$ cat src/rtl/gol_pkg.sv
// Shared definitions for the game-of-life board streamer.
// Holds the streamer FSM state type, the row width, the default sync byte
// and a helper that returns the frame length in bytes.
package gol_pkg;

    localparam int ROW_BITS = 8;

    localparam logic [7:0] DEFAULT_SYNC_BYTE = 8'hA5;

    typedef enum logic [2:0] {
        ST_IDLE,
        ST_SYNC,
        ST_GEN,
        ST_ROW,
        ST_CSUM
    } stream_state_e;

    // A frame is the sync byte, the gen byte, one byte per row and an
    // optional checksum byte.
    function automatic int frame_len(input int board_h, input bit csum_en);
        return board_h + (csum_en ? 3 : 2);
    endfunction

endpackage

$ cat src/rtl/gol_board_streamer.sv
// Snapshots the life board on each generation tick and streams it as a
// byte-wide valid/ready frame: sync, generation number, rows 0..BOARD_H-1
// and, when GOL_STREAM_CHECKSUM_EN is defined, an XOR checksum byte.
// Ticks that arrive mid-frame are counted but their frame is dropped.
module gol_board_streamer
    import gol_pkg::*;
#(
    parameter int         BOARD_H   = 8,
    parameter logic [7:0] SYNC_BYTE = DEFAULT_SYNC_BYTE
) (
    input  logic                         i_clk,
    input  logic                         i_reset_n,
    input  logic [ROW_BITS*BOARD_H-1:0]  i_board,
    input  logic                         i_gen_tick,
    output logic [7:0]                   o_data,
    output logic                         o_valid,
    input  logic                         i_ready,
    output logic                         o_busy,
    output logic                         o_dropped,
    output logic [7:0]                   o_gen_count
);

    localparam int IDX_W = (BOARD_H > 1) ? $clog2(BOARD_H) : 1;
    localparam logic [IDX_W-1:0] LAST_ROW = IDX_W'(BOARD_H - 1);

    stream_state_e                 state_q, state_d;
    logic [ROW_BITS*BOARD_H-1:0]   snap_q, snap_d;
    logic [7:0]                    gen_byte_q, gen_byte_d;
    logic [7:0]                    gen_count_q, gen_count_d;
    logic [IDX_W-1:0]              row_q, row_d;
    logic                          dropped_q, dropped_d;
`ifdef GOL_STREAM_CHECKSUM_EN
    logic [7:0]                    csum_q, csum_d;
`endif

    logic       xfer;
    logic       frame_done;
    logic       accept;
    logic [7:0] row_byte;

    // Output byte mux; valid is derived from state alone so it never
    // depends on the sink's ready.
    always_comb begin
        row_byte = snap_q[int'(row_q)*ROW_BITS +: ROW_BITS];
        o_valid  = (state_q != ST_IDLE);
        o_busy   = (state_q != ST_IDLE);
        o_data   = 8'h00;
        case (state_q)
            ST_SYNC: o_data = SYNC_BYTE;
            ST_GEN:  o_data = gen_byte_q;
            ST_ROW:  o_data = row_byte;
`ifdef GOL_STREAM_CHECKSUM_EN
            ST_CSUM: o_data = csum_q;
`endif
            default: o_data = 8'h00;
        endcase
        o_dropped   = dropped_q;
        o_gen_count = gen_count_q;
    end

    // A tick is taken when idle or on the final transfer of a frame, so
    // back-to-back frames run without a gap; any other tick is dropped.
    always_comb begin
        xfer = o_valid && i_ready;
`ifdef GOL_STREAM_CHECKSUM_EN
        frame_done = xfer && (state_q == ST_CSUM);
`else
        frame_done = xfer && (state_q == ST_ROW) && (row_q == LAST_ROW);
`endif
        accept = i_gen_tick && ((state_q == ST_IDLE) || frame_done);
    end

    // Next-state logic: walk the frame one byte per transfer, then let an
    // accepted tick override everything with a fresh snapshot.
    always_comb begin
        state_d     = state_q;
        snap_d      = snap_q;
        gen_byte_d  = gen_byte_q;
        row_d       = row_q;
        gen_count_d = gen_count_q + {7'd0, i_gen_tick};
        dropped_d   = i_gen_tick && !accept;
`ifdef GOL_STREAM_CHECKSUM_EN
        csum_d      = csum_q;
`endif
        case (state_q)
            ST_SYNC: if (xfer) state_d = ST_GEN;
            ST_GEN: begin
                if (xfer) begin
                    state_d = ST_ROW;
                    row_d   = '0;
                end
            end
            ST_ROW: begin
                if (xfer) begin
`ifdef GOL_STREAM_CHECKSUM_EN
                    csum_d = csum_q ^ row_byte;
`endif
                    if (row_q == LAST_ROW) begin
`ifdef GOL_STREAM_CHECKSUM_EN
                        state_d = ST_CSUM;
`else
                        state_d = ST_IDLE;
`endif
                    end else begin
                        row_d = row_q + 1'b1;
                    end
                end
            end
`ifdef GOL_STREAM_CHECKSUM_EN
            ST_CSUM: if (xfer) state_d = ST_IDLE;
`endif
            default: state_d = ST_IDLE;
        endcase
        if (accept) begin
            state_d    = ST_SYNC;
            snap_d     = i_board;
            gen_byte_d = gen_count_q;
            row_d      = '0;
`ifdef GOL_STREAM_CHECKSUM_EN
            csum_d     = gen_count_q;
`endif
        end
    end

    // State registers; reset abandons any partial frame.
    always_ff @(posedge i_clk or negedge i_reset_n) begin
        if (!i_reset_n) begin
            state_q     <= ST_IDLE;
            snap_q      <= '0;
            gen_byte_q  <= 8'h00;
            gen_count_q <= 8'h00;
            row_q       <= '0;
            dropped_q   <= 1'b0;
`ifdef GOL_STREAM_CHECKSUM_EN
            csum_q      <= 8'h00;
`endif
        end else begin
            state_q     <= state_d;
            snap_q      <= snap_d;
            gen_byte_q  <= gen_byte_d;
            gen_count_q <= gen_count_d;
            row_q       <= row_d;
            dropped_q   <= dropped_d;
`ifdef GOL_STREAM_CHECKSUM_EN
            csum_q      <= csum_d;
`endif
        end
    end

endmodule
$ cat config.mk
export PLATFORM = sky130hd
export DESIGN_NAME = gol_board_streamer
export DESIGN_NICKNAME = d
export VERILOG_FILES = /design/src/rtl/gol_pkg.sv /design/src/rtl/gol_board_streamer.sv
export SDC_FILE = /design/constraint.sdc
export NUM_CORES = 1
export LEC_CHECK = 0
export ABC_AREA = 1
export CORE_MARGIN = 4
export CORE_UTILIZATION = 35
export DETAILED_ROUTE_END_ITERATION = 7
export PLACE_DENSITY_LB_ADDON = 0.05
export SLEW_MARGIN = 20
export SYNTH_ARGS = -nofsm -noshare
export SYNTH_HDL_FRONTEND = slang
export SYNTH_SLANG_ARGS = --single-unit
$ cat constraint.sdc
create_clock -name i_clk -period 2.2 [get_ports i_clk]
set_clock_uncertainty 0.15 [all_clocks]
set_input_delay 0.33 -clock i_clk [delete_from_list [all_inputs] [get_ports i_clk]]
set_output_delay 0.33 -clock i_clk [all_outputs]
set_load 0.1 [all_outputs]
==> impl_metrics.py, run 1 <==
metrics = {
    "status": {
        "status": "finished with violations",
        "violations": "negative setup slack",
    },
    "sta": {
        "drv_slew": 0,
        "hold_viol_final": 0,
        "rsz0062_at_grt": "yes",
        "fin_crit_ns": 2.270,
        "setup_ws_ns": -0.06976,
        "worst_pin_slew_ns": 0.5312,
        "min_period_over_period_pct": 103.2,
        "max_freq_ghz": 0.4406,
        "tns_ns": -0.4046,
        "maxSlewHeadroom_pct": 64.59,
        "setup-violations-final": 8,
        "holdWs_ns": 0.3461,
    },
    "yosys": {
        "synth_area_um2": 4239,
        "synth_area_leaders": "dfrtp_1, nand2_1, mux2_4, a21oi_1, nand3_1",
        "postSynthCellCount": 478,
        "ys_warn_count": 0,
        "yosys.area.top_type": "dfrtp_1",
        "avgSynthCellArea_um2": 8.868,
        "netlist.area_leader.share_pct": 50.77,
        "synthesis.nets": 555,
        "synth_cell_types": 23,
        "ys_seq_elements": 86,
        "yosysSeqAreaShare_pct": 50.77,
    },
    "power": {
        "power_frac_comb_pct": 56.0,
        "swShare_pct": 46.02,
        "power.density_nw_per_um2": 1585,
        "pwr-share-clk_pct": 14.4,
        "p_int_mw": 4.942,
        "p_sw_mw": 4.213,
        "leakagePower_nw": 2.759,
        "power_frac_seq_pct": 29.6,
        "ir_drop_mv": 0.9854,
    },
    "min_path": {
        "hold_class": "reg -> reg",
    },
    "final_layout": {
        "fill_cells": 1146,
        "register_area_um2": 2155,
        "syn2layout_area_growth_pct": 36.25,
        "final_cell_mix": "dfrtp_1, nand2_1, clkdlybuf4s50_1",
        "multi_input_area_um2": 1787,
        "nets": 643,
        "diodes": 0,
        "mostFrequentLayoutCell": "dfrtp_1",
        "drive_gt1_share_pct": 17.25,
    },
    "critical_path": {
        "arrival_ns": 1.79,
        "cp.required_ns": 1.72,
        "end_kind": "output port",
        "path_class": "reg -> out",
        "critPathMaxFanout": 24,
        "critPathLaunchType": "flip-flop",
    },
    "die": {
        "die-area_um2": 13940,
        "core_um2": 11610,
        "rows": 39,
        "start_util_pct": 36.50,
        "die_height_um": 118.1,
        "ios": 87,
        "die_x_um": 118.1,
    },
    "grt": {
        "grt.total_usage_pct": 16.02,
        "grt_max_degree": 43,
        "grt_pass1_wl_um": 17840,
        "antenna_found_initial": 0,
        "grt_remaining_overflow": 0,
        "first_global_vias": 3417,
    },
    "clock_tree": {
        "clock_path_buffers": 2,
        "cts.sinks": 86,
        "cts_max_level": 3,
        "cts_tree": "yes",
        "cts_inserted_buffers": 9,
        "cts-root-buf": "clkbuf_16",
        "clock_latency_ns": 0.33,
        "cts.clk_slew.worst_paths_ns": 0.06,
    },
    "run": {
        "drv_cap": 0,
    },
    "placement": {
        "port_buffers": 86,
        "gp_congestion": 0.7563,
        "dp.final_hpwl_um": 7944,
    },
    "detailed_routing": {
        "ant_nets": 0,
        "drc": 0,
        "firstDrtPassIters": 4,
        "route.vias.total": 3342,
        "wl_per_cell_um": 14.87,
        "dr.first_iter.drc_count": 196,
        "wl_um": 10570,
        "via_per_inst": 4.700,
    },
}
-- kinds of logic after synthesis --
family,synth area share [%]
AND/OR/NAND/NOR,18.92
buffers and inverters,9.711
flip-flops,50.77
multiplexers,6.995
adder cells (fa/ha/maj),2.656
AO/OA/AOI/OAI,9.711
XOR/XNOR,1.240
-- final cells by class --
cell class	count	share of cell area, %
Sequential cell	86	37.31
Multi-Input combinational cell	304	30.94
Timing Repair Buffer	103	20.17
Inverter	62	4.268
Clock buffer	10	3.964
Tap cell	143	3.098
Clock inverter	3	0.2600
-- cells in the mapped netlist --
cell	count
dfrtp_1	86
nand2_1	83
inv_1	60
nor2_1	59
a21oi_1	53
nand3_1	47
mux2_4	19
o211ai_1	13
ha_1	9
buf_2	8
buf_6	8
o21ai_0	8
clkbuf_1	7
xor2_1	6
buf_4	3
nor3_1	2
a21oi_2	1
clkinv_1	1
inv_2	1
mux2_2	1
nand2_2	1
nand2_4	1
nor2_2	1
-- power groups by stage --
| stage | Combinational (mW) | Sequential [mW] | Clock (mW) |
|---|---|---|---|
| floorplan | 3.18 | 3.16 | 0 |
| global placement | 5.01 | 2.70 | 0 |
| detailed placement | 5.06 | 2.72 | 0 |
| CTS | 5.13 | 2.71 | 1.36 |
| finish | 5.12 | 2.71 | 1.32 |
| global route | 5.57 | 2.80 | 1.44 |
-- registers in the layout (all words and copies together) (netlist names) --
name         cells
snap_q          64
state_q          2
row_q            3
o_gen_count      8
gen_byte_q       8
o_dropped        1
-- path summary, 6_finish.rpt --
path / startpoint / end / slack (ns) / depth (start not counted)
max in group asynchronous: i_reset_n / row_q[0] / 0.99 / 3
hold / removal: gen_byte_q[4] / gen_byte_q[4] / 0.35 / 2
setup reg to reg: row_q[0] / snap_q[16] / 0.02 / 8
hold reg to reg: gen_byte_q[4] / gen_byte_q[4] / 0.35 / 2
min in group asynchronous: i_reset_n / snap_q[39] / 0.37 / 2
setup / recovery: row_q[0] / o_data[7] / -0.07 / 10
-- layer usage --
layer	up-vias	track usage (%)	part of all wire, %
met3	9	3.316	4.5
met5	-	0	0
met4	0	5.275	1.3
li1	1695	-	-
met2	73	24.29	46
met1	1565	22.87	48
-- metrics by stage --
stage | cell area [um^2] | setup slack, ns | util (%) | total power [mW] | cells
after floorplan | 4308 | -0.01503 | - | 6.347 | 478
after global placement | 5404 | 0.1144 | 46.53 | 7.713 | 695
after detailed placement | 5404 | 0.1042 | 46.53 | 7.772 | 695
after CTS | 5729 | -0.07881 | 49.33 | 9.196 | 710
after global routing | 5776 | -0.1999 | 49.73 | 9.807 | 711
final | 5776 | -0.06976 | 49.73 | 9.155 | 711
-- worst max-delay path, cell delays in order, from the launching register on --
cell and delay [ns]:
dfrtp_2 0.46, buf_8 0.20, nor2_1 0.08, nor2_1 0.08
nand2_1 0.06, nand3_1 0.09, nand3_2 0.09, nand2_1 0.07
nand2_1 0.06, nand2_2 0.08, buf_12 0.17
-- repair_timing --
action | in CTS | in global routing
setup endpoints to repair | 8 | 8
resized for setup | 14 | 8
cloned | 0 | 0
hold buffers | 1 | 0
hold endpoints to repair | 36 | 0
pin swaps | 4 | 0
setup buffers | 1 | 1
Power figures use the tool's default switching activity.
==> inputs of run 2 (changes only) <==
Settings changed: CORE_MARGIN 4 to 2.
==> impl_metrics.py, run 2 (synthesis results as in run 1) <==
metrics = {
    "status": {
        "status": "finished with violations",
        "violations": "negative setup slack",
    },
    "sta": {
        "worst_pin_slew_ns": 0.5142,
        "fin_crit_ns": 2.238,
        "setup-violations-final": 8,
        "maxSlewHeadroom_pct": 65.72,
        "min_period_over_period_pct": 101.7,
        "hold_viol_final": 0,
        "setup_ws_ns": -0.03803,
        "rsz0062_at_grt": "yes",
        "holdWs_ns": 0.3327,
        "max_freq_ghz": 0.4468,
        "drv_slew": 0,
    },
    "final_layout": {
        "mostFrequentLayoutCell": "dfrtp_1",
        "nets": 659,
        "largest_register_ffs": 64,
        "regMostFlops": "snap_q",
        "syn2layout_area_growth_pct": 42.12,
        "final_cell_mix": "dfrtp_1, nand2_1, clkdlybuf4s50_1",
        "diodes": 0,
        "drive_gt1_share_pct": 21.29,
    },
    "detailed_routing": {
        "ant_nets": 0,
        "firstDrtPassIters": 4,
        "drc": 0,
        "wl_um": 11170,
        "route.vias.total": 3472,
        "via_per_inst": 4.730,
        "wl_per_cell_um": 15.22,
        "dr.first_iter.drc_count": 123,
    },
    "grt": {
        "grt_max_degree": 41,
        "first_global_vias": 3386,
        "grt_pass1_wl_um": 17240,
        "grt_remaining_overflow": 0,
        "grt.total_usage_pct": 17.23,
        "antenna_found_initial": 0,
    },
    "die": {
        "start_util_pct": 35.59,
        "core_um2": 11910,
        "die_height_um": 114.1,
        "die_x_um": 114.1,
        "rows": 40,
        "ios": 87,
        "die-area_um2": 13010,
    },
    "power": {
        "ir_drop_mv": 0.6613,
        "leakagePower_nw": 2.881,
        "swShare_pct": 45.25,
        "power_frac_seq_pct": 28.2,
        "power.density_nw_per_um2": 1594,
        "p_int_mw": 5.257,
        "power_frac_comb_pct": 56.4,
        "pwr-share-clk_pct": 15.4,
        "p_sw_mw": 4.345,
        "power_mw": 9.602,
    },
    "critical_path": {
        "critical-path-top-delay-family": "simple AND/OR/NAND/NOR gates",
        "critPathLaunchType": "flip-flop",
        "cp_slowest_cell": "dfrtp_2",
        "end_kind": "output port",
        "cp.required_ns": 1.72,
        "critPathBufInv": 2,
        "critPathMaxFanout": 36,
        "arrival_ns": 1.76,
        "critical-path-max-stage-delay_ns": 0.44,
        "path_class": "reg -> out",
        "cp_common_cell": "nand2_1",
        "crit_chain": "buf_12 -> nor2_1 -> nor2_1 -> nand2_1 -> nand3_2 -> nand3_2 -> nand2_1 -> nand2_1 -> nand2_2 -> buf_12",
    },
    "run": {
        "drv_cap": 0,
    },
    "min_path": {
        "hold_class": "reg -> reg",
    },
    "clock_tree": {
        "cts-root-buf": "clkbuf_16",
        "cts.sinks": 86,
        "clock_path_buffers": 2,
        "cts_inserted_buffers": 9,
        "cts.clk_slew.worst_paths_ns": 0.06,
        "cts_max_level": 3,
        "clock_latency_ns": 0.34,
        "cts_tree": "yes",
    },
    "placement": {
        "dp.final_hpwl_um": 7749,
        "port_buffers": 86,
        "gp_congestion": 0.7487,
    },
}
==> run 2: changes by cell type in the layout (fill, tap and decap cells not counted), moves of 3 or more <==
cell,change
nand3_2,+8
nand3_1,-8
buf_12,-3
buf_4,+14
clkbuf_16,+4
==> run 2: layer usage <==
layer  share of wire, %  global-route usage (%)
met1                 48                   24.63
met3                3.7                   2.435
met5                  0                       0
met2                 47                   26.63
met4                1.4                   6.585
==> run 2: per-stage QoR <==
stage                     util [%]  cells  TNS (ns)  cell area (um^2)  setup slack [ns]
after detailed placement     45.41    699         0              5409           0.09437
after floorplan                  -    478   -0.2602              4308          -0.01503
after global placement       45.41    699         0              5409            0.1264
after CTS                    48.55    718   -0.4842              5783          -0.07126
after global routing         50.58    734    -1.124              6025           -0.1549
final                        50.58    734   -0.2503              6025          -0.03803
==> run 2: worst reg2reg max path, cell delays in order, from the launching register on <==
cell	delay, ns
dfrtp_2	0.46
buf_4	0.16
ha_1	0.18
ha_1	0.21
nand3_1	0.11
nand2_2	0.10
nand2_8	0.14
clkbuf_16	0.19
mux2_4	0.30
==> run 2: final timing paths <==
| kind | startpoint | endpoint | slack, ns | cells past startpoint |
|---|---|---|---|---|
| setup / recovery | row_q[0] | o_data[2] | -0.04 | 10 |
| hold / removal | gen_byte_q[7] | gen_byte_q[7] | 0.33 | 2 |
| setup reg to reg | row_q[0] | gen_byte_q[1] | 0.08 | 8 |
| hold reg to reg | gen_byte_q[7] | gen_byte_q[7] | 0.33 | 2 |
| max in group asynchronous | i_reset_n | state_q[1] | 0.85 | 3 |
| min in group asynchronous | i_reset_n | snap_q[45] | 0.35 | 2 |
==> run 2: final cells by class <==
| type | count | area [um^2] |
|---|---|---|
| multi-input combinational | 304 | 1829 |
| fill | 1175 | 5887 |
| clock buffer | 11 | 232.7 |
| timing repair inverter | 1 | 7.507 |
| sequential | 86 | 2156 |
| timing repair buffer | 118 | 1323 |
| clock inverter | 5 | 50.05 |
| inverter | 62 | 242.7 |
| tap | 147 | 183.9 |
==> run 2: what timing repair did <==
action	4_1_cts	5_1_grt
endpoints found under the hold margin	37	0
buffers inserted	1	12
pin swaps	2	0
gates resized for setup	18	10
hold buffers	1	0
endpoints found under the setup margin	8	43
gates cloned	1	4
==> run 2: power by group through the flow <==
| stage | registers (mW) | logic (mW) | clock network [mW] |
|---|---|---|---|
| final | 2.70 | 5.42 | 1.48 |
| after detailed placement | 2.72 | 5.06 | 0 |
| after CTS | 2.70 | 5.17 | 1.53 |
| after floorplan | 3.16 | 3.18 | 0 |
| after global placement | 2.70 | 5.02 | 0 |
| after global routing | 2.78 | 5.83 | 1.60 |
